<file path="config.mk">
export PLATFORM = sky130hd
export DESIGN_NAME = mult_div_unit_flat
export DESIGN_NICKNAME = d
export VERILOG_FILES = /design/src/rtl/mdu_pkg.sv /design/src/rtl/mdu_if.sv /design/src/rtl/mdu_div_core.sv /design/src/rtl/mult_div_unit.sv /design/src/flat_wrapper.sv
export SDC_FILE = /design/constraint.sdc
export NUM_CORES = 1
export LEC_CHECK = 0
export ABC_AREA = 1
export CAP_MARGIN = 20
export CORE_MARGIN = 2
export CORE_UTILIZATION = 30
export CTS_CLUSTER_SIZE = 25
export DETAILED_ROUTE_END_ITERATION = 12
export GPL_ROUTABILITY_DRIVEN = 0
export HOLD_SLACK_MARGIN = 0.06
export PLACE_DENSITY = 0.56
export SYNTH_ARGS = -nofsm -noshare
export SYNTH_HDL_FRONTEND = slang
export SYNTH_SLANG_ARGS = --single-unit
</file>
<file path="constraint.sdc">
create_clock -name i_clock -period 5.8 [get_ports i_clock]
set_input_delay 0.87 -clock i_clock [delete_from_list [all_inputs] [get_ports i_clock]]
set_output_delay 0.87 -clock i_clock [all_outputs]
set_load 0.01 [all_outputs]
</file>
<file path="src/rtl/mdu_pkg.sv">
// Shared types and defaults for the multiply/divide unit.
package mdu_pkg;

  localparam int WIDTH_DEF = 32;

  typedef enum logic [1:0] {
    ST_IDLE = 2'd0,
    ST_MULT = 2'd1,
    ST_DIV  = 2'd2,
    ST_DONE = 2'd3
  } state_t;

  typedef enum logic {
    OP_MULT = 1'b0,
    OP_DIV  = 1'b1
  } op_t;

endpackage

</file>
<file path="src/rtl/mdu_if.sv">
// Request/result bundle between a requester (master) and the multiply/divide unit (slave).
interface mdu_if
  import mdu_pkg::*;
#(
  parameter int WIDTH = WIDTH_DEF
) ();

  logic             start_mult;
  logic             start_div;
  logic [WIDTH-1:0] a;
  logic [WIDTH-1:0] b;
  logic             busy;
  logic             done;
  logic             div_zero;
  logic [WIDTH-1:0] hi;
  logic [WIDTH-1:0] lo;

  modport master (
    output start_mult, start_div, a, b,
    input  busy, done, div_zero, hi, lo
  );

  modport slave (
    input  start_mult, start_div, a, b,
    output busy, done, div_zero, hi, lo
  );

endinterface

</file>
<file path="src/rtl/mdu_div_core.sv">
// One restoring-division step on unsigned magnitudes: shift in the next dividend bit,
// trial-subtract the divisor, keep the difference if it did not go negative.
module mdu_div_core
  import mdu_pkg::*;
#(
  parameter int WIDTH = WIDTH_DEF
) (
  input  logic [WIDTH-1:0] i_rem,
  input  logic [WIDTH-1:0] i_quo,
  input  logic [WIDTH-1:0] i_divisor,
  output logic [WIDTH-1:0] o_rem,
  output logic [WIDTH-1:0] o_quo
);

  logic [WIDTH:0] w_shift;
  logic [WIDTH:0] w_diff;

  always_comb begin
    w_shift = {i_rem, i_quo[WIDTH-1]};
    w_diff  = w_shift - {1'b0, i_divisor};
    if (!w_diff[WIDTH]) begin
      o_rem = w_diff[WIDTH-1:0];
      o_quo = {i_quo[WIDTH-2:0], 1'b1};
    end else begin
      o_rem = w_shift[WIDTH-1:0];
      o_quo = {i_quo[WIDTH-2:0], 1'b0};
    end
  end

endmodule

</file>
<file path="src/rtl/mult_div_unit.sv">
// Iterative signed multiply (radix-2 Booth) and, when MDU_DIV_EN is defined, signed
// restoring divide; one step per clock, WIDTH steps per operation.
//
// state | meaning
// IDLE  | waiting for a start request
// MULT  | one Booth step per cycle
// DIV   | one restoring-divide step per cycle
// DONE  | hi/lo just updated, done pulse for this cycle
module mult_div_unit
  import mdu_pkg::*;
#(
  parameter int WIDTH = WIDTH_DEF
) (
  input logic  i_clock,
  input logic  i_reset_n,
  mdu_if.slave bus
);

  localparam int            CW        = $clog2(WIDTH);
  localparam logic [CW-1:0] LAST_STEP = CW'(WIDTH - 1);

  state_t           r_state;
  state_t           w_state_nxt;
  op_t              w_op;
  logic             w_accept;
  logic             w_last;
  logic [CW-1:0]    r_cnt;
  // One guard bit: the Booth partial sum can reach +2^(WIDTH-1) when M is the minimum value.
  logic [WIDTH:0]   r_acc;
  logic [WIDTH-1:0] r_q;
  logic [WIDTH-1:0] r_m;
  logic             r_q_1;
  logic [WIDTH-1:0] r_hi;
  logic [WIDTH-1:0] r_lo;
  logic [WIDTH:0]   w_m_ext;
  logic [WIDTH:0]   w_booth_sum;
  logic [WIDTH:0]   w_acc_nxt;
  logic [WIDTH-1:0] w_q_nxt;
  logic             w_q_1_nxt;

  always_comb begin
    w_accept = 1'b0;
    w_op     = OP_MULT;
    if (r_state == ST_IDLE || r_state == ST_DONE) begin
      if (bus.start_mult) begin
        w_accept = 1'b1;
      end
`ifdef MDU_DIV_EN
      else if (bus.start_div) begin
        w_accept = 1'b1;
        w_op     = OP_DIV;
      end
`endif
    end
  end

  assign w_last = (r_cnt == LAST_STEP);

  always_ff @(posedge i_clock or negedge i_reset_n) begin
    if (!i_reset_n) begin
      r_state <= ST_IDLE;
    end else begin
      r_state <= w_state_nxt;
    end
  end

  always_comb begin
    w_state_nxt = r_state;
    case (r_state)
      ST_IDLE, ST_DONE: begin
        if (w_accept && w_op == OP_DIV) begin
          w_state_nxt = ST_DIV;
        end else if (w_accept) begin
          w_state_nxt = ST_MULT;
        end else begin
          w_state_nxt = ST_IDLE;
        end
      end
      ST_MULT, ST_DIV: begin
        if (w_last) begin
          w_state_nxt = ST_DONE;
        end
      end
      default: w_state_nxt = ST_IDLE;
    endcase
  end

  always_comb begin
    w_m_ext = {r_m[WIDTH-1], r_m};
    case ({r_q[0], r_q_1})
      2'b01:   w_booth_sum = r_acc + w_m_ext;
      2'b10:   w_booth_sum = r_acc - w_m_ext;
      default: w_booth_sum = r_acc;
    endcase
    {w_acc_nxt, w_q_nxt, w_q_1_nxt} = {w_booth_sum[WIDTH], w_booth_sum, r_q};
  end

`ifdef MDU_DIV_EN
  logic             r_a_neg;
  logic             r_b_neg;
  logic             r_b_zero;
  logic             r_div_zero;
  logic [WIDTH-1:0] r_a_raw;
  logic [WIDTH-1:0] w_a_mag;
  logic [WIDTH-1:0] w_b_mag;
  logic [WIDTH-1:0] w_rem_nxt;
  logic [WIDTH-1:0] w_quo_nxt;
  logic [WIDTH-1:0] w_rem_fix;
  logic [WIDTH-1:0] w_quo_fix;

  mdu_div_core #(.WIDTH(WIDTH)) u_div_core (
    .i_rem     (r_acc[WIDTH-1:0]),
    .i_quo     (r_q),
    .i_divisor (r_m),
    .o_rem     (w_rem_nxt),
    .o_quo     (w_quo_nxt)
  );

  always_comb begin
    w_a_mag   = bus.a[WIDTH-1] ? -bus.a : bus.a;
    w_b_mag   = bus.b[WIDTH-1] ? -bus.b : bus.b;
    w_quo_fix = (r_a_neg ^ r_b_neg) ? -w_quo_nxt : w_quo_nxt;
    w_rem_fix = r_a_neg ? -w_rem_nxt : w_rem_nxt;
  end

  always_ff @(posedge i_clock or negedge i_reset_n) begin
    if (!i_reset_n) begin
      r_a_neg    <= 1'b0;
      r_b_neg    <= 1'b0;
      r_b_zero   <= 1'b0;
      r_a_raw    <= '0;
      r_div_zero <= 1'b0;
    end else if (w_accept) begin
      r_a_neg    <= bus.a[WIDTH-1];
      r_b_neg    <= bus.b[WIDTH-1];
      r_b_zero   <= (bus.b == '0);
      r_a_raw    <= bus.a;
      r_div_zero <= 1'b0;
    end else if (r_state == ST_DIV && w_last) begin
      r_div_zero <= r_b_zero;
    end
  end

  assign bus.div_zero = (r_state == ST_DONE) && r_div_zero;
`else
  logic w_unused_div;
  assign w_unused_div = bus.start_div;
  assign bus.div_zero = 1'b0;
`endif

  always_ff @(posedge i_clock or negedge i_reset_n) begin
    if (!i_reset_n) begin
      r_cnt <= '0;
      r_acc <= '0;
      r_q   <= '0;
      r_m   <= '0;
      r_q_1 <= 1'b0;
      r_hi  <= '0;
      r_lo  <= '0;
    end else if (w_accept) begin
      r_cnt <= '0;
      r_acc <= '0;
      r_q_1 <= 1'b0;
      if (w_op == OP_MULT) begin
        r_m <= bus.a;
        r_q <= bus.b;
      end
`ifdef MDU_DIV_EN
      else begin
        r_m <= w_b_mag;
        r_q <= w_a_mag;
      end
`endif
    end else if (r_state == ST_MULT) begin
      r_cnt <= r_cnt + CW'(1);
      r_acc <= w_acc_nxt;
      r_q   <= w_q_nxt;
      r_q_1 <= w_q_1_nxt;
      if (w_last) begin
        r_hi <= w_acc_nxt[WIDTH-1:0];
        r_lo <= w_q_nxt;
      end
    end
`ifdef MDU_DIV_EN
    else if (r_state == ST_DIV) begin
      r_cnt <= r_cnt + CW'(1);
      r_acc <= {1'b0, w_rem_nxt};
      r_q   <= w_quo_nxt;
      if (w_last) begin
        // Zero divisor: the iteration result is meaningless, report the dividend instead.
        if (r_b_zero) begin
          r_hi <= r_a_raw;
          r_lo <= '1;
        end else begin
          r_hi <= w_rem_fix;
          r_lo <= w_quo_fix;
        end
      end
    end
`endif
  end

  assign bus.busy = (r_state == ST_MULT) || (r_state == ST_DIV);
  assign bus.done = (r_state == ST_DONE);
  assign bus.hi   = r_hi;
  assign bus.lo   = r_lo;

endmodule

</file>
<file path="src/flat_wrapper.sv">
// flat-port wrapper written by rule: the top's interface ports become plain ports
module mult_div_unit_flat import mdu_pkg::*;
#(
  parameter int WIDTH = WIDTH_DEF
)
  (i_clock, i_reset_n, bus_start_mult, bus_start_div, bus_a, bus_b, bus_busy, bus_done, bus_div_zero, bus_hi, bus_lo);
  mdu_if #(.WIDTH(WIDTH)) bus_i ();
  input logic i_clock;
  input logic i_reset_n;
  input wire logic [$bits(bus_i.start_mult)-1:0] bus_start_mult;
  input wire logic [$bits(bus_i.start_div)-1:0] bus_start_div;
  input wire logic [$bits(bus_i.a)-1:0] bus_a;
  input wire logic [$bits(bus_i.b)-1:0] bus_b;
  output wire logic [$bits(bus_i.busy)-1:0] bus_busy;
  output wire logic [$bits(bus_i.done)-1:0] bus_done;
  output wire logic [$bits(bus_i.div_zero)-1:0] bus_div_zero;
  output wire logic [$bits(bus_i.hi)-1:0] bus_hi;
  output wire logic [$bits(bus_i.lo)-1:0] bus_lo;
  assign bus_i.start_mult = bus_start_mult;
  assign bus_i.start_div = bus_start_div;
  assign bus_i.a = bus_a;
  assign bus_i.b = bus_b;
  assign bus_busy = bus_i.busy;
  assign bus_done = bus_i.done;
  assign bus_div_zero = bus_i.div_zero;
  assign bus_hi = bus_i.hi;
  assign bus_lo = bus_i.lo;
  mult_div_unit #(.WIDTH(WIDTH)) u_core (.i_clock(i_clock), .i_reset_n(i_reset_n), .bus(bus_i));
endmodule
</file>
# Yosys cells after proc, flatten, opt, wreduce, memory -nomap -nowiden
# Cells that the tools add are included.
totals:
  regBits: 169
  input_bits: 68
  output_inout_bits: 67
classes:
  mux: 14
  eq_ne: 7
  bitwise: 1
  addsub: 3
  n_reduce_logical: 7
op_table:
  columns: ["op", "count"]
  rows:
  - ["$mux W33", 2]
  - ["$pmux W33 S2", 1]
  - ["$mux W32", 2]
  - ["$add A33 B33 Y33", 1]
  - ["$sub A33 B33 Y33", 1]
  - ["$mux W5", 2]
  - ["$eq A2 B2 Y1 const B", 3]
  - ["$add A5 B1 Y5 const B", 1]
  - ["$eq A5 B5 Y1 const B", 1]
  - ["$mux W1", 5]
  - ["$eq A2 B1 Y1 const B", 2]
  - ["$pmux W2 S2", 1]
  - ["$reduce_or A2 Y1", 2]
  - ["$reduce_and A3 Y1", 1]
  - ["$logic_not A2 Y1", 1]
  - ["$logic_or A1 B1 Y1", 2]
  - ["$mux W2", 1]
  - ["$ne A2 B1 Y1 const B", 1]
  - ["$reduce_bool A2 Y1", 1]
  - ["$not A1 Y1", 1]

# Longest topological paths before layout
logic_depth:
  depth_word: 5
  mapped_depth: 24
  ltp_nobuf: 24

# Least setup slack after synthesis
# OpenSTA, ideal clock, no wires.
synth_path:
  path_kind: "register -> register"
  start: "register u_core.r_q_1"
  end: "register u_core.r_hi[24] (netlist: u_core.bus.hi[24])"
  setup_slack_ns: 2.940
  setup_time_ns: 0.118
  path_buffers: 2
  t_required_ns: 5.682
  t_arrival_ns: 2.742
  stages_incl_launch_ff: 20
  path_cell_list: "dfrtp_1 > inv_1 > ha_1 > buf_2 > clkinv_1 > buf_2 > a21oi_1 > xor2_1 > inv_1 > ha_1 > a21oi_1 > o21ai_0 > a21oi_1 > nor2_1 > nor2_1 > nand2_1 > nand2_1 > nand3_1 > nand3_1 > nand2_1"
synth_between:
  elab_chain_len: 2
synth_lines:
  columns: ["item", "line_no", "rtl"]
  rows:
  - ["start: declaration", "mult_div_unit.sv:32", "logic r_q_1;"]
  - ["start signal: assignment", "mult_div_unit.sv:178", "r_q_1 <= w_q_1_nxt;"]
  - ["$eq A2 B2 Y1 / $eq A2 B1 Y1 (equally long branches)", "mult_div_unit.sv:90", "case ({r_q[0], r_q_1})"]
  - ["$pmux W33 S2 *", "mult_div_unit.sv:90", null]
  - ["end signal: assignment", "mult_div_unit.sv:180", "r_hi <= w_acc_nxt[WIDTH-1:0];"]
  - ["end: declaration", "mult_div_unit.sv:33", "logic [WIDTH-1:0] r_hi;"]
# Mark *: on every way between the ends. The rest lies on a longest branch, timed or not.
# A chain may end at the register's enable or synchronous reset.

# Worst setup path after layout
layout_path:
  start: "register u_core.r_q_1"
  end: "register u_core.r_hi[31] (netlist: u_core.bus.hi[31])"
# The elaborated chain is that of the path after synthesis.

==> summary.md <==
| Metric | Value |
|---|---|
| Mux cell area share after synthesis | `0.1034%` |
| GRT Total Usage | `16.75%` |
| Vias/cell | `4.785` |
| Layout cells sized above 1 | `5.367%` |
| Outcome | `completed` |
| Full die area | `0.03371 mm^2` |
| Slew @ Worst Pin | `0.9022 ns` |
| Syn Nets | `1399` |
| Number of placed I/O pins | `135` |
| Peak supply drop | `201.7 uV` |
| CTS Buf Count | `17` |
| Die Width | `183.6 um` |
| Post-layout util | `37.89%` |
| Largest area contributor in the netlist | `dfrtp_1` |
| Kind of critical path | `register to register` |
| Post-CTS resize count | `0` |
| Layout overhead on the synthesized area | `23.87%` |
| Inst Count DP | `1786` |
| Register share of total power | `24.6%` |
| Router iterations before antenna repair | `7` |
| Filler instances | `3271` |
| Clock share of power | `17.0%` |
| Cell Area, Placed | `0.01139 mm^2` |
| Core Footprint | `0.03164 mm^2` |
| Port buffer count | `132` |
| Maximum clock frequency | `0.2648 GHz` |
| DRC | `0` |
| Xor and xnor area share after synthesis | `3.167%` |
| Netlist cell types | `45` |
| Final WS setup | `2.024 ns` |
| Clock skew | `0.01180 ns` |
| Hold WS | `0.3907 ns` |
| Top FF cell, synth | `dfrtp_1` |
| Crit end category | `register` |
| CTS root buffer | `clkbuf_16` |
| Leak | `5.969 nW` |
| Simple-Gate Fraction of Synth Area | `26.61%` |
| Synth top area share | `43.44%` |
| Final Net Count | `1511` |
| Synth area leaders | `dfrtp_1, nand2_1, inv_1` |
| Synthesized instance count | `1291` |
| Detailed-route via count | `8700` |
| Ys async rst share | `100.0%` |
| First-pass GRT wire length | `44660 um` |
| Compound-cell area share of the yosys netlist | `13.70%` |
| Setup violators final | `0` |
| Number of synthesized flops with an enable pin | `0` |
| Fin cells | `1818` |
| Die H | `183.6 um` |
| Max clock buf depth | `2` |
| Total gr overflow | `0` |
| Final Instance Area | `0.01199 mm^2` |
| CTS sink count | `168` |
| Pwr Total | `6.839 mW` |
| Synth warn | `0` |
| Post-Syn Area per Cell | `7.497 um^2` |
| Vias in the first global route | `8349` |
| Initial Util | `30.59%` |
| Clock tree from TritonCTS | `done` |
| Antenna violations before repair | `0` |
| Hold-fix buffers, CTS | `0` |
| Slew Viols, Final | `0` |
| CP max FO | `18` |
| Min-Delay Path Class | `input port to asynchronous set/reset pin` |
| Post-CTS Setup Inserts | `0` |
| Internal | `3.408 mW` |
| Max-Cap Viols | `0` |
| Synth Area in Adders | `5.249%` |
| # diodes | `0` |
| Slew headroom | `39.71%` |
| CTS HTree Levels | `4` |
| Psw | `3.431 mW` |
| Period minus WS final | `3.776 ns` |
| Flip-flop and latch count after synthesis | `168` |
| Clk_lat worst skew | `0.44 ns` |
| Setup tns final | `0 ns` |
| Period Utilization, post-route | `65.11%` |
| RSZ-0062 raised after global routing | `no` |
| DP Worst Slack | `1.617 ns` |
| HPWL Detailed | `20260 um` |
| Syn Std Cell Area | `0.009678 mm^2` |
| DRT antenna net count | `0` |
| Sw Ratio | `50.17%` |
| Comb pwr share | `58.4%` |
| Drt initial violations | `634` |
| Clk slew on worst S/H paths | `0.08 ns` |
| Cell row count | `65` |
| Arrival time of the worst setup path | `4.10 ns` |
| Routed wire length | `27410 um` |
| Wire per inst | `15.08 um` |
| Largest family of logic cells by synthesized area | `simple AND/OR/NAND/NOR gates` |
| Largest net degree at the start of global routing | `79` |
| Seq/Total Area, Yosys | `43.44%` |
| Power Dens Cells | `570.5 mW/mm^2` |
| Required @ worst endpoint | `6.13 ns` |
| Critical path launch point type | `register` |
| Final hold viol count | `0` |
[path summary, 6_finish.rpt]
path                                               start                             to  slack (ns)  cells after the start
setup / recovery                u_core.r_q_1$_DFFE_PN0P_  u_core.bus.hi[31]$_DFFE_PN0P_        2.02                     20
hold / removal                                 i_reset_n  u_core.bus.lo[18]$_DFFE_PN0P_        0.39                      1
setup reg to reg                u_core.r_q_1$_DFFE_PN0P_  u_core.bus.hi[31]$_DFFE_PN0P_        2.02                     20
hold reg to reg            u_core.bus.hi[13]$_DFFE_PN0P_  u_core.bus.hi[13]$_DFFE_PN0P_        0.48                      2
max in group asynchronous                      i_reset_n   u_core.r_acc[23]$_DFFE_PN0P_        4.22                      2
min in group i_clock       u_core.bus.hi[13]$_DFFE_PN0P_  u_core.bus.hi[13]$_DFFE_PN0P_        0.48                      2
[cell families (layout without fill, tap and decap cells)]
kind of cell,after synthesis,in the layout
compound gates,218,218
other cells,1,1
simple gates,632,632
xor+xnor,35,35
flops,168,168
buf+inv,196,321
mux,1,1
fa+ha+maj,40,40
[final cells by class]
type | instances | area (um^2) | area share [%]
multi-input cells | 927 | 4745 | 39.58
flip-flops and latches | 168 | 4204 | 35.07
clock buffers | 18 | 439.2 | 3.664
repair buffers | 139 | 1375 | 11.47
clock inverters | 14 | 158.9 | 1.326
inverters | 150 | 563.0 | 4.697
well taps | 402 | 503.0 | 4.196
[per-layer routing]
metal | part of all wire [%] | up-vias | track usage (%)
li1 | - | 4399 | -
met1 | 49 | 4083 | 24.42
met2 | 45 | 196 | 26.19
met3 | 4.2 | 22 | 2.397
met4 | 1.1 | 0 | 3.936
met5 | 0 | - | 0
[power by group through the flow]
stage	clock network (mW)	registers [mW]	logic [mW]
global route	1.24	1.72	4.55
floorplan	0	1.63	2.97
detailed placement	0	1.70	3.95
global placement	0	1.69	3.90
finish	1.16	1.68	4.00
CTS	1.20	1.68	3.98
[synth_stat cells (all sizes together), types with 2 or more instances]
master and number:
dfrtp 168, a21o 4, or2 11, o21bai 6
xnor2 9, o211ai 10, o22ai 6, nand2 436
nor2 96, clkbuf 36, inv 149, a22o 2
nand3 75, buf 10, nor4 3, ha 39
nand4 6, xor2 26, nor3 4, o221ai 31
o21ai 108, a21oi 47
[placed cells by master, fill, tap and decap left out, types with 2 or more instances in the layout]
master	synthesis	routed
or2_2	10	10
clkinvlp_4	0	4
xnor2_1	9	9
a21o_1	4	4
nor4_1	3	3
o21ai_0	84	84
a21oi_2	3	3
o21bai_1	5	5
ha_1	39	39
inv_6	0	5
xor2_1	26	26
o211ai_1	10	10
dfrtp_1	168	168
nand2_2	4	4
clkbuf_16	0	17
nand2_1	432	431
a22o_1	2	2
o22ai_1	6	6
nor3_1	3	3
buf_4	1	7
nor2_4	1	2
inv_8	0	2
clkdlybuf4s50_1	0	131
nor2_1	91	90
inv_1	145	145
o221ai_1	31	31
nand4_1	4	4
nand3_1	74	74
nand4_2	2	2
o21ai_2	2	2
clkinv_8	0	2
a21oi_1	44	44
o21ai_1	22	22
inv_2	4	4
nor2_2	4	4
[critical path, stage by stage (launching register included)]
cell	delay [ns]
dfrtp_1	0.36
inv_1	0.07
ha_1	0.14
buf_4	0.22
clkinv_1	0.48
o21ai_2	0.23
o21ai_1	0.13
xnor2_1	0.37
ha_1	0.37
nand2_1	0.16
inv_1	0.05
a21oi_1	0.21
nand2_1	0.11
a21oi_1	0.18
nand2_1	0.07
nand2_1	0.08
nand3_1	0.07
nand2_1	0.08
nand2_1	0.12
nand2_1	0.10
nand2_1	0.06
[sequential cells by signal (all words and copies together), names as in the netlist]
name and cells:
u_core.bus.hi 32, u_core.r_cnt 5, u_core.bus.lo 32, u_core.r_acc 32, u_core.r_q 32, u_core.r_state 2, u_core.r_q_1 1, u_core.r_m 32
No activity file was read; power rests on OpenSTA's default activity.
